File: src/rtl/mem_console_uart.sv
// Console responder for the minrv32 data-memory bus: bytes written to TXDATA
// are queued in a TX FIFO and serialized as 8N1 UART frames on uart_tx.
module mem_console_uart #(
    parameter logic [31:0] BASE_ADDR  = 32'h1000_0000,
    parameter int unsigned CLK_DIV    = 16,
    parameter int unsigned FIFO_DEPTH = 8
) (
    input  logic        clk,
    input  logic        resetn,
    input  logic        mem_valid,
    input  logic [31:0] mem_addr,
    input  logic [31:0] mem_wdata,
    input  logic [3:0]  mem_wstrb,
    input  logic [3:0]  mem_rmask,
    output logic        sel,
    output logic        mem_ready,
    output logic [31:0] mem_rdata,
    output logic        uart_tx,
    output logic        tx_busy
);

    localparam int unsigned AW = $clog2(FIFO_DEPTH);
    localparam int unsigned CW = AW + 1;
    localparam int unsigned TW = $clog2(CLK_DIV);
    localparam logic [TW-1:0] TIMER_LAST = TW'(CLK_DIV - 1);
    localparam logic [CW-1:0] DEPTH_C    = CW'(FIFO_DEPTH);

    typedef enum logic [1:0] {
        IDLE,
        START,
        DATA,
        STOP
    } state_t;

    logic [7:0]    fifo_mem [FIFO_DEPTH];
    logic [AW-1:0] wr_ptr;
    logic [AW-1:0] rd_ptr;
    logic [CW-1:0] count_q;
    logic [CW-1:0] count_d;
    logic          full;
    logic          empty;
    logic          push_req;
    logic          push;
    logic          pop_c;

    state_t        state_q;
    state_t        state_d;
    logic [TW-1:0] timer_q;
    logic [TW-1:0] timer_d;
    logic [2:0]    bit_q;
    logic [2:0]    bit_d;
    logic [7:0]    shreg_q;
    logic [7:0]    shreg_d;
    logic          tx_d;

    logic [3:0]    offset;
    logic [31:0]   status;
    logic          unused_bits;

    assign unused_bits = ^{mem_wdata[31:8], mem_wstrb[3:1]};

    // Bus decode and handshake
    assign offset    = mem_addr[3:0];
    assign sel       = mem_valid && (mem_addr[31:4] == BASE_ADDR[31:4]);
    assign full      = (count_q == DEPTH_C);
    assign empty     = (count_q == '0);
    assign push_req  = sel && (offset == 4'h0) && mem_wstrb[0];
    assign mem_ready = !(push_req && full);
    assign push      = push_req && !full && resetn;

    assign status    = {20'h0, 4'(count_q), 5'h0, (state_q == IDLE), empty, full};
    assign mem_rdata = (sel && (mem_rmask != 4'h0) && (offset == 4'h4)) ? status : 32'h0;

    assign count_d   = count_q + CW'(push) - CW'(pop_c);

    // FIFO pointers and occupancy
    always_ff @(posedge clk) begin
        if (!resetn) begin
            wr_ptr  <= '0;
            rd_ptr  <= '0;
            count_q <= '0;
        end else begin
            if (push) wr_ptr <= wr_ptr + AW'(1);
            if (pop_c) rd_ptr <= rd_ptr + AW'(1);
            count_q <= count_d;
        end
    end

    // FIFO storage needs no reset: occupancy alone decides what is valid
    always_ff @(posedge clk) begin
        if (push) fifo_mem[wr_ptr] <= mem_wdata[7:0];
    end

    // Transmitter state register; uart_tx is driven from the next-state value
    always_ff @(posedge clk) begin
        if (!resetn) begin
            state_q <= IDLE;
            timer_q <= '0;
            bit_q   <= '0;
            shreg_q <= '0;
            uart_tx <= 1'b1;
            tx_busy <= 1'b0;
        end else begin
            state_q <= state_d;
            timer_q <= timer_d;
            bit_q   <= bit_d;
            shreg_q <= shreg_d;
            uart_tx <= tx_d;
            tx_busy <= (state_d != IDLE) || (count_d != '0);
        end
    end

    // Transmitter next-state logic
    always_comb begin
        state_d = state_q;
        timer_d = timer_q;
        bit_d   = bit_q;
        shreg_d = shreg_q;
        tx_d    = uart_tx;
        pop_c   = 1'b0;
        unique case (state_q)
            IDLE: begin
                tx_d = 1'b1;
                if (!empty) begin
                    pop_c   = 1'b1;
                    shreg_d = fifo_mem[rd_ptr];
                    timer_d = '0;
                    state_d = START;
                    tx_d    = 1'b0;
                end
            end
            START: begin
                if (timer_q == TIMER_LAST) begin
                    timer_d = '0;
                    bit_d   = '0;
                    state_d = DATA;
                    tx_d    = shreg_q[0];
                end else begin
                    timer_d = timer_q + TW'(1);
                end
            end
            DATA: begin
                if (timer_q == TIMER_LAST) begin
                    timer_d = '0;
                    if (bit_q == 3'd7) begin
                        state_d = STOP;
                        tx_d    = 1'b1;
                    end else begin
                        bit_d   = bit_q + 3'd1;
                        shreg_d = {1'b0, shreg_q[7:1]};
                        tx_d    = shreg_q[1];
                    end
                end else begin
                    timer_d = timer_q + TW'(1);
                end
            end
            STOP: begin
                if (timer_q == TIMER_LAST) begin
                    timer_d = '0;
                    if (!empty) begin
                        pop_c   = 1'b1;
                        shreg_d = fifo_mem[rd_ptr];
                        state_d = START;
                        tx_d    = 1'b0;
                    end else begin
                        state_d = IDLE;
                        tx_d    = 1'b1;
                    end
                end else begin
                    timer_d = timer_q + TW'(1);
                end
            end
            default: begin
                state_d = IDLE;
                tx_d    = 1'b1;
            end
        endcase
    end

endmodule

File: config.mk
export PLATFORM = sky130hd
export DESIGN_NAME = mem_console_uart
export DESIGN_NICKNAME = d
export VERILOG_FILES = /design/src/rtl/mem_console_uart.sv
export SDC_FILE = /design/constraint.sdc
export NUM_CORES = 1
export LEC_CHECK = 0
export CAP_MARGIN = 20
export CORE_MARGIN = 5
export CORE_UTILIZATION = 51
export CTS_BUF_LIST = sky130_fd_sc_hd__clkbuf_8
export CTS_CLUSTER_SIZE = 25
export DETAILED_ROUTE_END_ITERATION = 16
export GPL_TIMING_DRIVEN = 0
export PLACE_DENSITY = 0.94
export SETUP_SLACK_MARGIN = 0.1
export SYNTH_ARGS = -nofsm -noshare
export SYNTH_HDL_FRONTEND = slang
export SYNTH_SLANG_ARGS = --single-unit
File: constraint.sdc
create_clock -name clk -period 3.5 [get_ports clk]
set_input_delay 0.525 -clock clk [delete_from_list [all_inputs] [get_ports clk]]
set_output_delay 0.525 -clock clk [all_outputs]
set_load 0.01 [all_outputs]
==> results by stage <==
Route:
- The detail route stage leaves a number of antenna-violating nets equal to 0.
- The via count normalized by instance count is 5.78.
- In the final routed layout, each cell accounts on average for 18.2 microns.
- The pre-antenna-repair detailed-routing pass consisted of 6 iterations.
- The detailed-route via count is 3,254.
- The number of remaining DRC errors is 0.
- For this block, the initial DRC count from the detailed router was 195.
- Wires add up to 10,300 microns.

Worst setup path:
- The peak per-stage delay on the critical path is 560 ps.
- The type of the worst setup path is in -> reg.
- The sum of buffers and inverters on the critical path is 4.
- Traced cell by cell, the critical path runs through clkdlybuf4s50_1, nor4_4, nand4_2, or4_4, buf_8, ha_1, inv_1, ha_2, inv_1, fa_2, nor3b_2, a41oi_1.
- The arrival time at the worst endpoint is 3580 ps.
- The maximum fanout along the worst path is 9.
- The critical-path cell with the highest stage delay is sky130_fd_sc_hd__or4_4.
- Counting stages on the worst path, the most repeated cell is sky130_fd_sc_hd__inv_1.
- Among cell families on the critical path, the largest total delay comes from simple AND/OR/NAND/NOR gates.
- The type of destination of the critical path is a flop.
- The type of origin of the critical path is an input pin.
- The critical path data required time is 3730 ps.

Floorplan:
- The width of the die is 105 microns.
- The starting density of the core is 52.3%.
- Row generation in the floorplan step produced 34 rows.
- The area enclosed by the die boundary is 10,900 sq um.
- Pin placement for this block handled 111 I/O pins.
- The area of the placeable core is 8720 sq um.
- The height of the die is 105 microns.

Pwr:
- The maximum resistive drop on vdd is 468 uV.
- The power density of the placed cells is 561 nW/um^2.
- The completed layout was analyzed and its total power is 3.20 mW.
- The total leakage power is 2.09 nW.

Run:
- The number of max-cap violations is 0.

Layout:
- 0 antenna diodes ended up in the layout.
- The layout overhead on the synthesized area is 25.2%.
- The sequential cells in the finished layout cover a total of 2560 sq um.
- The number of nets in the final layout is 542.
- The final core utilization is 65.4%.
- The area occupied by multi-input gates is 1820 sq um.
- The post-route netlist has 20.4% of its cells at a drive strength greater than 1.
- The filler cells instantiated in the layout total 582.

STA:
- Timing would allow up to 299 MHz.
- The hold violation total from the final report is 0.
- The final number of setup-violating endpoints is 0.
- The clock period minus final worst setup slack is 3340 ps.
- The final clock period utilization by the worst path is 95.5%.
- The final setup skew is 11.7 ps.
- The worst pin sits at a relative slew slack of 53.2%.
- Setup repair after global routing could not meet its margin everywhere.
- The slew of the pin with the lowest slew margin is 697 ps.
- The tightest hold path in the finished design has a slack of 477 ps.
- The max-slew violation total from the final report is 0.

Global routing:
- The largest net degree at the start of global routing is 19.
- The wire length of the first global-routing pass is 16,500 microns.
- The final global-route overflow total is 0.
- The global-route usage over all layers is 18.9%.
- The initial antenna violation count is 0.
- The number of global-route vias before repair is 3,246.

Place:
- The half-perimeter wire length after placement is 7430 microns.
- At the end of routability-driven placement, the weighted congestion stood at 0.895.
- The number of port buffers is 57.

Clocking:
- The TritonCTS buffer count is 9.
- The CTS tree is built.
- The clock-pin transition on the worst setup and hold timing paths is 100 ps.
- The post-cts hold buffer count is 0.
- The root buffer selected by CTS is sky130_fd_sc_hd__clkbuf_8.
- The tree built by TritonCTS fans out to 96 sinks.
- The clock network latency to the later pin of the worst-skew pair is 370 ps.
- Counting along the longest clock path gives a buffer depth of 2.
- The number of levels in the clock H-tree is 3.

Synth:
- Sequential cells were found to cover 56.2% of the synthesized design area.
- The post-synthesis instance area is 4560 sq um.
- The share of Yosys cell area claimed by the top area cell type is 42.2%.
- The synthesized design spends more area on one cell type than any other, namely sky130_fd_sc_hd__edfxtp_1.
- A synthesized cell averages 13.1 sq um.
- The flip-flop and latch count after synthesis is 96.
- By area the synthesized netlist is led by sky130_fd_sc_hd__edfxtp_1 (42%), sky130_fd_sc_hd__dfxtp_1 (14%), sky130_fd_sc_hd__mux4_2 (7.9%).
- Synthesis handed over a netlist of 347 instances.
- After synthesis, the netlist uses 58 different library cells.
- In the synthesized netlist the dominant register cell turns out to be sky130_fd_sc_hd__edfxtp_1.
- The Yosys step of the flow raised 0 warnings.
- The number of enable flip-flop cells after synthesis is 64.
- The share of async-settable or async-resettable flops after synthesis is 0%.

Worst hold path:
- The path class of the tightest hold or removal check is reg -> reg.

Run status:
- The flow ran to the end, and the final reports show no timing, DRC or antenna violations.
[layout by cell type, fill, tap and decap left out, types with 4 or more instances in the layout]
cell and instances:
sky130_fd_sc_hd__clkdlybuf4s50_1 54, sky130_fd_sc_hd__buf_2 4, sky130_fd_sc_hd__inv_1 21, sky130_fd_sc_hd__clkbuf_1 9
sky130_fd_sc_hd__a21oi_1 17, sky130_fd_sc_hd__nor2_1 17, sky130_fd_sc_hd__dfxtp_1 32, sky130_fd_sc_hd__clkbuf_8 9
sky130_fd_sc_hd__o22ai_1 7, sky130_fd_sc_hd__xnor2_1 4, sky130_fd_sc_hd__buf_4 33, sky130_fd_sc_hd__nand2_1 11
sky130_fd_sc_hd__mux2i_1 7, sky130_fd_sc_hd__o21ai_0 4, sky130_fd_sc_hd__a22o_1 6, sky130_fd_sc_hd__nor3_1 16
sky130_fd_sc_hd__conb_1 25, sky130_fd_sc_hd__ha_1 15, sky130_fd_sc_hd__nand3_1 9, sky130_fd_sc_hd__edfxtp_1 64
sky130_fd_sc_hd__mux4_2 16, sky130_fd_sc_hd__nor4_2 5
[tightest hold or removal path: cells and delay by family (launching register included)]
family           cells  cell delay [ps]
AND/OR/NAND/NOR      1               60
flip-flops           1              330
multiplexers         1               50
[cell usage after synthesis, types with 2 or more instances]
cell,number
sky130_fd_sc_hd__a311oi_1,2
sky130_fd_sc_hd__nor4_4,3
sky130_fd_sc_hd__nor4b_2,2
sky130_fd_sc_hd__mux4_2,16
sky130_fd_sc_hd__o21ai_0,4
sky130_fd_sc_hd__nand2_1,11
sky130_fd_sc_hd__a22o_1,6
sky130_fd_sc_hd__or3b_1,3
sky130_fd_sc_hd__nor3b_1,2
sky130_fd_sc_hd__xnor2_1,4
sky130_fd_sc_hd__buf_4,25
sky130_fd_sc_hd__mux2i_1,7
sky130_fd_sc_hd__o31ai_1,3
sky130_fd_sc_hd__ha_1,16
sky130_fd_sc_hd__nand3_1,10
sky130_fd_sc_hd__nor3_1,16
sky130_fd_sc_hd__and3_1,3
sky130_fd_sc_hd__o22ai_1,7
sky130_fd_sc_hd__clkbuf_1,9
sky130_fd_sc_hd__nand4_2,2
sky130_fd_sc_hd__edfxtp_1,64
sky130_fd_sc_hd__o221ai_1,2
sky130_fd_sc_hd__inv_1,21
sky130_fd_sc_hd__dfxtp_1,32
sky130_fd_sc_hd__or3_1,2
sky130_fd_sc_hd__a21oi_1,17
sky130_fd_sc_hd__nor2_1,17
sky130_fd_sc_hd__and2_1,2
sky130_fd_sc_hd__a41oi_1,2
sky130_fd_sc_hd__buf_2,2
sky130_fd_sc_hd__nor4_1,6
sky130_fd_sc_hd__nand2b_1,2
sky130_fd_sc_hd__nand4_1,2
[final timing paths]
check / startpoint / to / slack [ps] / cells after the start
worst max-delay path: mem_addr[5] / tx_busy / 160 / 12
worst min-delay path: bit_q[2] / bit_q[2] / 480 / 2
worst max register to register: count_q[2] / tx_busy / 280 / 13
worst min register to register: bit_q[2] / bit_q[2] / 480 / 2
[report_power, final]
group	switching (mW)	total, mW	internal [mW]
sequential	0.0791	1.39	1.31
clock	0.410	0.754	0.344
combinational	0.546	1.06	0.518
[sequential cells by signal, summed over array words and instances, names as in the netlist, named ones only]
register,count
fifo_mem,64
shreg_q,8
count_q,4
timer_q,4
bit_q,3
rd_ptr,3
wr_ptr,3
state_q,2
tx_busy,1
uart_tx,1
[repair_timing]
item	in CTS	in global routing
cloned	0	0
setup endpoints to repair	1	4
pin swaps	2	8
setup buffers	2	0
gates resized for setup	0	10
[cells by family after synthesis]
logic type / Yosys count / share of synthesized area (%)
flip-flops: 96 / 56.2
XOR/XNOR: 4 / 0.768
adder cells (fa/ha/maj): 17 / 4.83
buffers and inverters: 60 / 7.22
AND/OR/NAND/NOR: 95 / 13.5
AO/OA/AOI/OAI: 51 / 7.99
multiplexers: 23 / 9.44
other: 1 / 0.0822
[through the flow]
| stage | setup slack, ps | instance area [sq um] | TNS (ps) | instances |
|---|---|---|---|---|
| global placement | -653 | 5360 | -24930 | 536 |
| CTS | 134 | 5660 | 0 | 562 |
| global route | 33.8 | 5710 | 0 | 563 |
| finish | 159 | 5710 | 0 | 563 |
| detailed placement | -350 | 5440 | -467 | 544 |
| floorplan | 389 | 4650 | 0 | 371 |
[metal layers]
metal	track usage, %	wire [microns]	vias to the layer above
li1	-	-	1482
met1	22.9	3940	1596
met2	33.5	5370	150
met3	3.95	743	26
met4	6.57	223	0
met5	0	0	-
[area by class of cell]
cell class | count | area share [%]
Timing Repair Buffer | 68 | 11.4
Clock inverter | 7 | 1.47
Buffer | 38 | 4.39
Clock buffer | 9 | 2.17
Inverter | 22 | 1.45
Tap cell | 108 | 2.37
Sequential cell | 96 | 44.9
Multi-Input combinational cell | 215 | 31.8
No activity file was read; power rests on OpenSTA's default activity.
